### src/rtl/sysclk_nibble_tx.sv
// sysclk_nibble_tx: SYSCLK-domain serialiser for the 4-bit TURFIO->TURF link.
// Sends 32-bit words MSB nibble first in fixed slots. TRAIN slots (8 nibbles)
// repeat a training word. RUN slots (9 nibbles) send a header nibble and then
// either an accepted data word or an idle word.
module sysclk_nibble_tx #(
  parameter logic [31:0] TRAIN_PATTERN = 32'hA55A6996,
  parameter logic [31:0] IDLE_WORD     = 32'h00000000,
  parameter logic [3:0]  HDR_DATA      = 4'hD,
  parameter logic [3:0]  HDR_IDLE      = 4'h5
) (
  input  logic        sysclk_i,
  input  logic        rst_i,
  input  logic        train_i,
  input  logic [31:0] s_tdata_i,
  input  logic        s_tvalid_i,
  output logic        s_tready_o,
  output logic [3:0]  data_o,
  output logic        running_o,
  output logic [31:0] word_count_o
);

  localparam logic [0:0] MODE_TRAIN = 1'b0;
  localparam logic [0:0] MODE_RUN   = 1'b1;

  logic [0:0]  mode_q, mode_d;
  logic [3:0]  phase_q, phase_d;
  logic [31:0] payload_q, payload_d;
  logic [3:0]  header_q, header_d;
  logic [31:0] word_count_q, word_count_d;
  logic [3:0]  data_q, data_d;
  logic        running_q, running_d;
  logic        is_last;
  logic        accept;

  // Slot-boundary detection and the one-cycle-per-slot ready pulse; any phase
  // at or beyond the last legal value counts as the boundary so an upset
  // phase resynchronises on the next edge.
  always_comb begin
    is_last    = (mode_q == MODE_TRAIN) ? (phase_q >= 4'd7) : (phase_q >= 4'd8);
    s_tready_o = is_last && !train_i && !rst_i;
    accept     = s_tready_o && s_tvalid_i;
  end

  // Next-state logic: emit one nibble per edge and reload at slot boundaries.
  always_comb begin
    mode_d       = mode_q;
    phase_d      = phase_q;
    payload_d    = payload_q;
    header_d     = header_q;
    word_count_d = word_count_q;
    running_d    = (mode_q == MODE_RUN);
    if (mode_q == MODE_RUN && phase_q == 4'd0) begin
      data_d = header_q;
    end else begin
      data_d    = payload_q[31:28];
      payload_d = {payload_q[27:0], 4'h0};
    end
    if (is_last) begin
      phase_d = 4'd0;
      if (train_i) begin
        mode_d    = MODE_TRAIN;
        payload_d = TRAIN_PATTERN;
      end else if (accept) begin
        mode_d       = MODE_RUN;
        payload_d    = s_tdata_i;
        header_d     = HDR_DATA;
        word_count_d = word_count_q + 32'd1;
      end else begin
        mode_d    = MODE_RUN;
        payload_d = IDLE_WORD;
        header_d  = HDR_IDLE;
      end
    end else begin
      phase_d = phase_q + 4'd1;
    end
  end

  // State registers with synchronous reset back into training at phase 0.
  always_ff @(posedge sysclk_i) begin
    if (rst_i) begin
      mode_q       <= MODE_TRAIN;
      phase_q      <= 4'd0;
      payload_q    <= TRAIN_PATTERN;
      header_q     <= HDR_IDLE;
      word_count_q <= 32'd0;
      data_q       <= 4'h0;
      running_q    <= 1'b0;
    end else begin
      mode_q       <= mode_d;
      phase_q      <= phase_d;
      payload_q    <= payload_d;
      header_q     <= header_d;
      word_count_q <= word_count_d;
      data_q       <= data_d;
      running_q    <= running_d;
    end
  end

  assign data_o       = data_q;
  assign running_o    = running_q;
  assign word_count_o = word_count_q;

endmodule

### config.mk
export PLATFORM = sky130hd
export DESIGN_NAME = sysclk_nibble_tx
export DESIGN_NICKNAME = d
export VERILOG_FILES = /design/src/rtl/sysclk_nibble_tx.sv
export SDC_FILE = /design/constraint.sdc
export NUM_CORES = 1
export LEC_CHECK = 0
export CORE_UTILIZATION = 40
export DETAILED_ROUTE_END_ITERATION = 16
export PLACE_DENSITY = 0.66
export SLEW_MARGIN = 25
export SYNTH_ARGS = -nofsm -noshare
export SYNTH_HDL_FRONTEND = slang
export SYNTH_SLANG_ARGS = --single-unit
### constraint.sdc
create_clock -name sysclk_i -period 2.9 [get_ports sysclk_i]
set_input_delay 0.29 -clock sysclk_i [delete_from_list [all_inputs] [get_ports sysclk_i]]
set_output_delay 0.29 -clock sysclk_i [all_outputs]
set_load 0.05 [all_outputs]
Yosys cells after proc, flatten, opt, wreduce, memory -nomap -nowiden
Cells that the tools add are included.
Storage, ports and cells
  register bits after elaboration: 78
  input bits: 36
  output and inout port bits: 38
  logic and storage cells: 31
Cells by class
  add/sub/neg operators: 2
  $lt $le $gt $ge: 2
  equal/unequal tests: 1
  muxes and demuxes: 8
  bitwise operators: 1
  reduce and logical (&&, ||, !) cells: 10
Operator list (count)
  $mux W32: 4
  $add A32 B1 Y32 const B: 1
  $mux W4: 2
  $add A4 B1 Y4 const B: 1
  $ge A4 B3 Y1 const B: 1
  $ge A4 B4 Y1 const B: 1
  $logic_and A1 B1 Y1: 4
  $logic_not A4 Y1: 1
  $reduce_and A3 Y1: 1
  $logic_not A1 Y1: 2
  $mux W1: 2
  $ne A2 B2 Y1 const B: 1
  $reduce_and A2 Y1: 1
  $reduce_or A2 Y1: 1
  $not A1 Y1: 1

Depth between registers and ports, before layout
  word-level depth: 8
  mapped depth: 8
  gate-level depth less buffers: 6

Worst setup path before layout
OpenSTA, ideal clock, no wires.
  path kind: register to output
  start: register phase_q[0]
  end: output s_tready_o
  data arrival time: 2216 ps
  data required time: 2610 ps
  path slack: 394 ps
  cell stages (with the launch flop): 7
  path buffers: 2
  path through: dfxtp_1 ha_1 and3b_2 nor2_1 clkbuf_1 clkbuf_1 nor3_1
On the way
  longest elaborated chain between the ends: 4
  elaborated cells between the ends (all ways): 5
  classes of those cells: order compare (2); mux (1); reduce/logical (2)
RTL lines
  start, declared: RTL line 26  | logic [3:0] phase_q, phase_d;
  start signal, assigned: RTL line 90  | phase_q <= phase_d;
  $ge A4 B3 Y1 / $ge A4 B4 Y1 (equally long branches): RTL line 39  | is_last = (mode_q == MODE_TRAIN) ? (phase_q >= 4'd7) : (phase_q >= 4'd8);
  $mux W1 (*): RTL line 39
  $logic_and A1 B1 Y1 (*) (2 in series): RTL line 40  | s_tready_o = is_last && !train_i && !rst_i;
  end, declared: RTL line 16  | output logic s_tready_o,
Every way passes the cells marked *; elsewhere a longest branch is shown, timed or not.

Final worst setup path
  start: register phase_q[0]
  end: register word_count_q[22], in the netlist word_count_o[22]
On the way
  longest elaborated chain between the ends: 6
  elaborated cells between the ends (all ways): 7
  classes of those cells: order compare (2); mux (1); reduce/logical (4)
RTL lines
  $ge A4 B3 Y1 / $ge A4 B4 Y1 (equally long branches): RTL line 39
  $mux W1 (*): RTL line 39
  $logic_and A1 B1 Y1 (2 in series): RTL line 40
  $logic_and A1 B1 Y1: RTL line 41  | accept = s_tready_o && s_tvalid_i;
  $reduce_and A3 Y1 (no source line) (*)
  end signal, assigned: RTL line 93  | word_count_q <= word_count_d;
  end, declared: RTL line 29  | logic [31:0] word_count_q, word_count_d;
Marks and branches as above.
A chain may end at the register's enable or synchronous reset.

==> out/metrics.yaml <==
worst_slew_pin_slew_ns: 0.676
finalMaxSlewViolations: 0
period_minus_slack_ns: 2.22
syn_nets: 429
synthToLayoutAreaGrowth_pct: 28.0
async_flop_share_pct: 0
yosysTopAreaCellShare_pct: 45.2
syn_area_um2: 3320
rows: 32
ys_warn_count: 0
syn_inst: 390
root_buffer: "clkbuf_8"
synth_cell_types: 35
vias_per_cell: 5.35
crit_family: "compound AO/OA/AOI/OAI gates"
place.gp.congestion: 0.760
ctsHoldBuffers: 0
crit_buf_inv: 0
tns_ns: 0
layout.nets: 492
grt_pass1_vias: 2860
synth_ff_type: "dfxtp_1"
ctsResizeCount: 0
critPathArrivalTime_ns: 2.44
ys_seq_area_share_pct: 45.2
met1_length_um: 3890
p_leak_nw: 1.49
io_pins: 74
skew_ns: 0.0102
cts_buffers: 9
clock.fmax_mhz: 450
p_per_area_nw_per_um2: 460
grtUsageTotal_pct: 20.4
die_w_um: 93.1
grt_max_degree: 60
fin_ws_ns: 0.676
io_buffers: 73
critPathLaunchType: "flip-flop"
rsz0062_at_grt: "no"
cts_max_path_buffers: 2
cp_cell_sequence: "ha_1, nand3b_1, a2111o_1, nor4_1, xnor2_1, nor2_1"
crit_path_end_kind: "flip-flop"
drtPass1Iterations: 4
wirelength_um: 8190
ys_seq_elements: 75
yosys.area.top_type: "dfxtp_1"
grt.overflow.total: 0
tritoncts: "done"
maxCapViolations: 0
wl_met3_um: 412
dieArea_um2: 8670
status: "completed"
post-place-ws_ns: 0.524
relSlewSlack_pct: 54.9
first_iter_violations: 162
crit_fanout: 14
post-route-period-util_pct: 76.7
wire_per_inst_um: 14.7
crit_slowest_cell: "a2111o_1"
setup_violations: 0
hold_violations: 0
dp_hpwl_um: 5380
required_ns: 3.12
slowest_delay_ns: 0.70
initial_core_util_pct: 42.1
h-tree-depth: 3
fill_cells: 751
peakVddDrop_v: 0.000281
synth_edf_count: 0
coreArea_um2: 7890
dr.max_layer_used: "met4"
postCtsSetupBuffers: 0
synthTopCellsByArea: "dfxtp_1 (45%), xnor2_1 (6.6%), nor2_1 (6.3%)"
min-delay-path-class: "flip-flop to flip-flop"
avgSynthCellArea_um2: 8.52
clk_pin_slew_ns: 0.08
wl_met2_um: 3790
path_class: "flip-flop to flip-flop"
num_antenna_cells: 0
grt_pass1_wl_um: 13800
clock-sinks: 75
vias: 2993
dieHeight_um: 93.1
drc_errors: 0
holdWs_ns: 0.460
antenna_found_initial: 0
layout-drive-gt1-share_pct: 7.00
clk_latency_ns: 0.35
ant_nets: 0
==> metrics by stage <==
step	total power, mW	cells	util, %	instance area (µm²)
2_1_floorplan	1.20	390	-	3320
3_3_place_gp	1.27	544	51.8	4090
3_5_place_dp	1.28	544	51.8	4090
4_1_cts	1.97	559	53.9	4250
5_1_grt	2.04	559	53.9	4250
6_report	1.96	559	53.9	4250
==> logic make-up (layout without fill, tap and decap cells) <==
group           after synthesis  after routing  share of synthesized area [%]
buf+inv                      39            106                           5.39
xor+xnor                     29             29                           7.65
flops                        75             75                           45.2
compound gates               90             90                           17.1
mux                           1              1                          0.301
simple gates                153            153                           23.2
fa+ha+maj                     3              3                           1.13
==> cell type report <==
cell class,count,area [µm²],area share [%]
Clock buffer,13,149,3.50
Sequential cell,75,1500,35.3
Timing Repair Buffer,80,776,18.2
Clock inverter,2,12.5,0.294
Inverter,11,41.3,0.971
Multi-Input combinational cell,276,1650,38.7
Tap cell,102,128,3.00
==> per-layer routing <==
metal / global-route usage, % / vias to the layer above
met1: 26.1 / 1402
met5: 0 / -
met2: 32.8 / 90
li1: - / 1492
met4: 6.79 / 0
met3: 5.85 / 9
==> layout by cell type (no fill, tap or decap) <==
| cell | count |
|---|---|
| nor2_1 | 56 |
| a22oi_1 | 2 |
| clkinv_2 | 1 |
| a221oi_1 | 14 |
| and2_1 | 3 |
| buf_2 | 1 |
| nand2_1 | 32 |
| clkbuf_1 | 3 |
| nand3_1 | 13 |
| a21oi_1 | 23 |
| nor4_1 | 6 |
| nor4_2 | 7 |
| or3_2 | 1 |
| mux2i_1 | 1 |
| and3_1 | 5 |
| nand3b_1 | 1 |
| and4_1 | 3 |
| o21ai_2 | 1 |
| clkinvlp_4 | 1 |
| o21ai_0 | 34 |
| nand4_1 | 6 |
| buf_4 | 8 |
| clkbuf_8 | 10 |
| ha_1 | 3 |
| xor2_1 | 4 |
| and3b_2 | 1 |
| a2111o_1 | 1 |
| nor3b_1 | 1 |
| a21boi_1 | 1 |
| xnor2_1 | 25 |
| a211o_1 | 14 |
| clkdlybuf4s50_1 | 71 |
| or3_1 | 3 |
| inv_1 | 11 |
| nor2b_1 | 2 |
| nand4_2 | 1 |
| nor3_1 | 12 |
| dfxtp_1 | 75 |
==> state kept, by name, summed over array words and instances, names as in the netlist <==
signal / flops
payload_q: 32
data_o: 4
phase_q: 4
word_count_o: 32
mode_q: 1
running_o: 1
header_q: 1
==> worst paths after layout <==
kind,start,slack (ns),to,depth (start not counted)
min,payload_q[29],0.46,payload_q[29],1
max reg2reg,phase_q[0],0.68,word_count_o[22],6
min reg2reg,payload_q[29],0.46,payload_q[29],1
max,phase_q[0],0.68,word_count_o[22],6
==> report_power, final <==
group	internal, mW	leakage (nW)	switching [mW]	total [mW]
clock	0.329	0.0795	0.374	0.704
sequential	1.07	0.615	0.0193	1.09
combinational	0.0874	0.800	0.0791	0.167
total	1.48	1.49	0.473	1.96
==> synth_stat cells (4+ instances only) <==
cell type	count
a221oi_1	14
o21ai_0	34
and3_1	5
a211o_1	14
nand2_1	32
nand3_1	13
nor4_2	7
inv_1	11
nand4_1	6
dfxtp_1	75
a21oi_1	23
nor2_1	56
xnor2_1	25
xor2_1	4
nor4_1	6
buf_2	4
clkbuf_1	20
nor3_1	12
(Power assumes the default switching activity.)
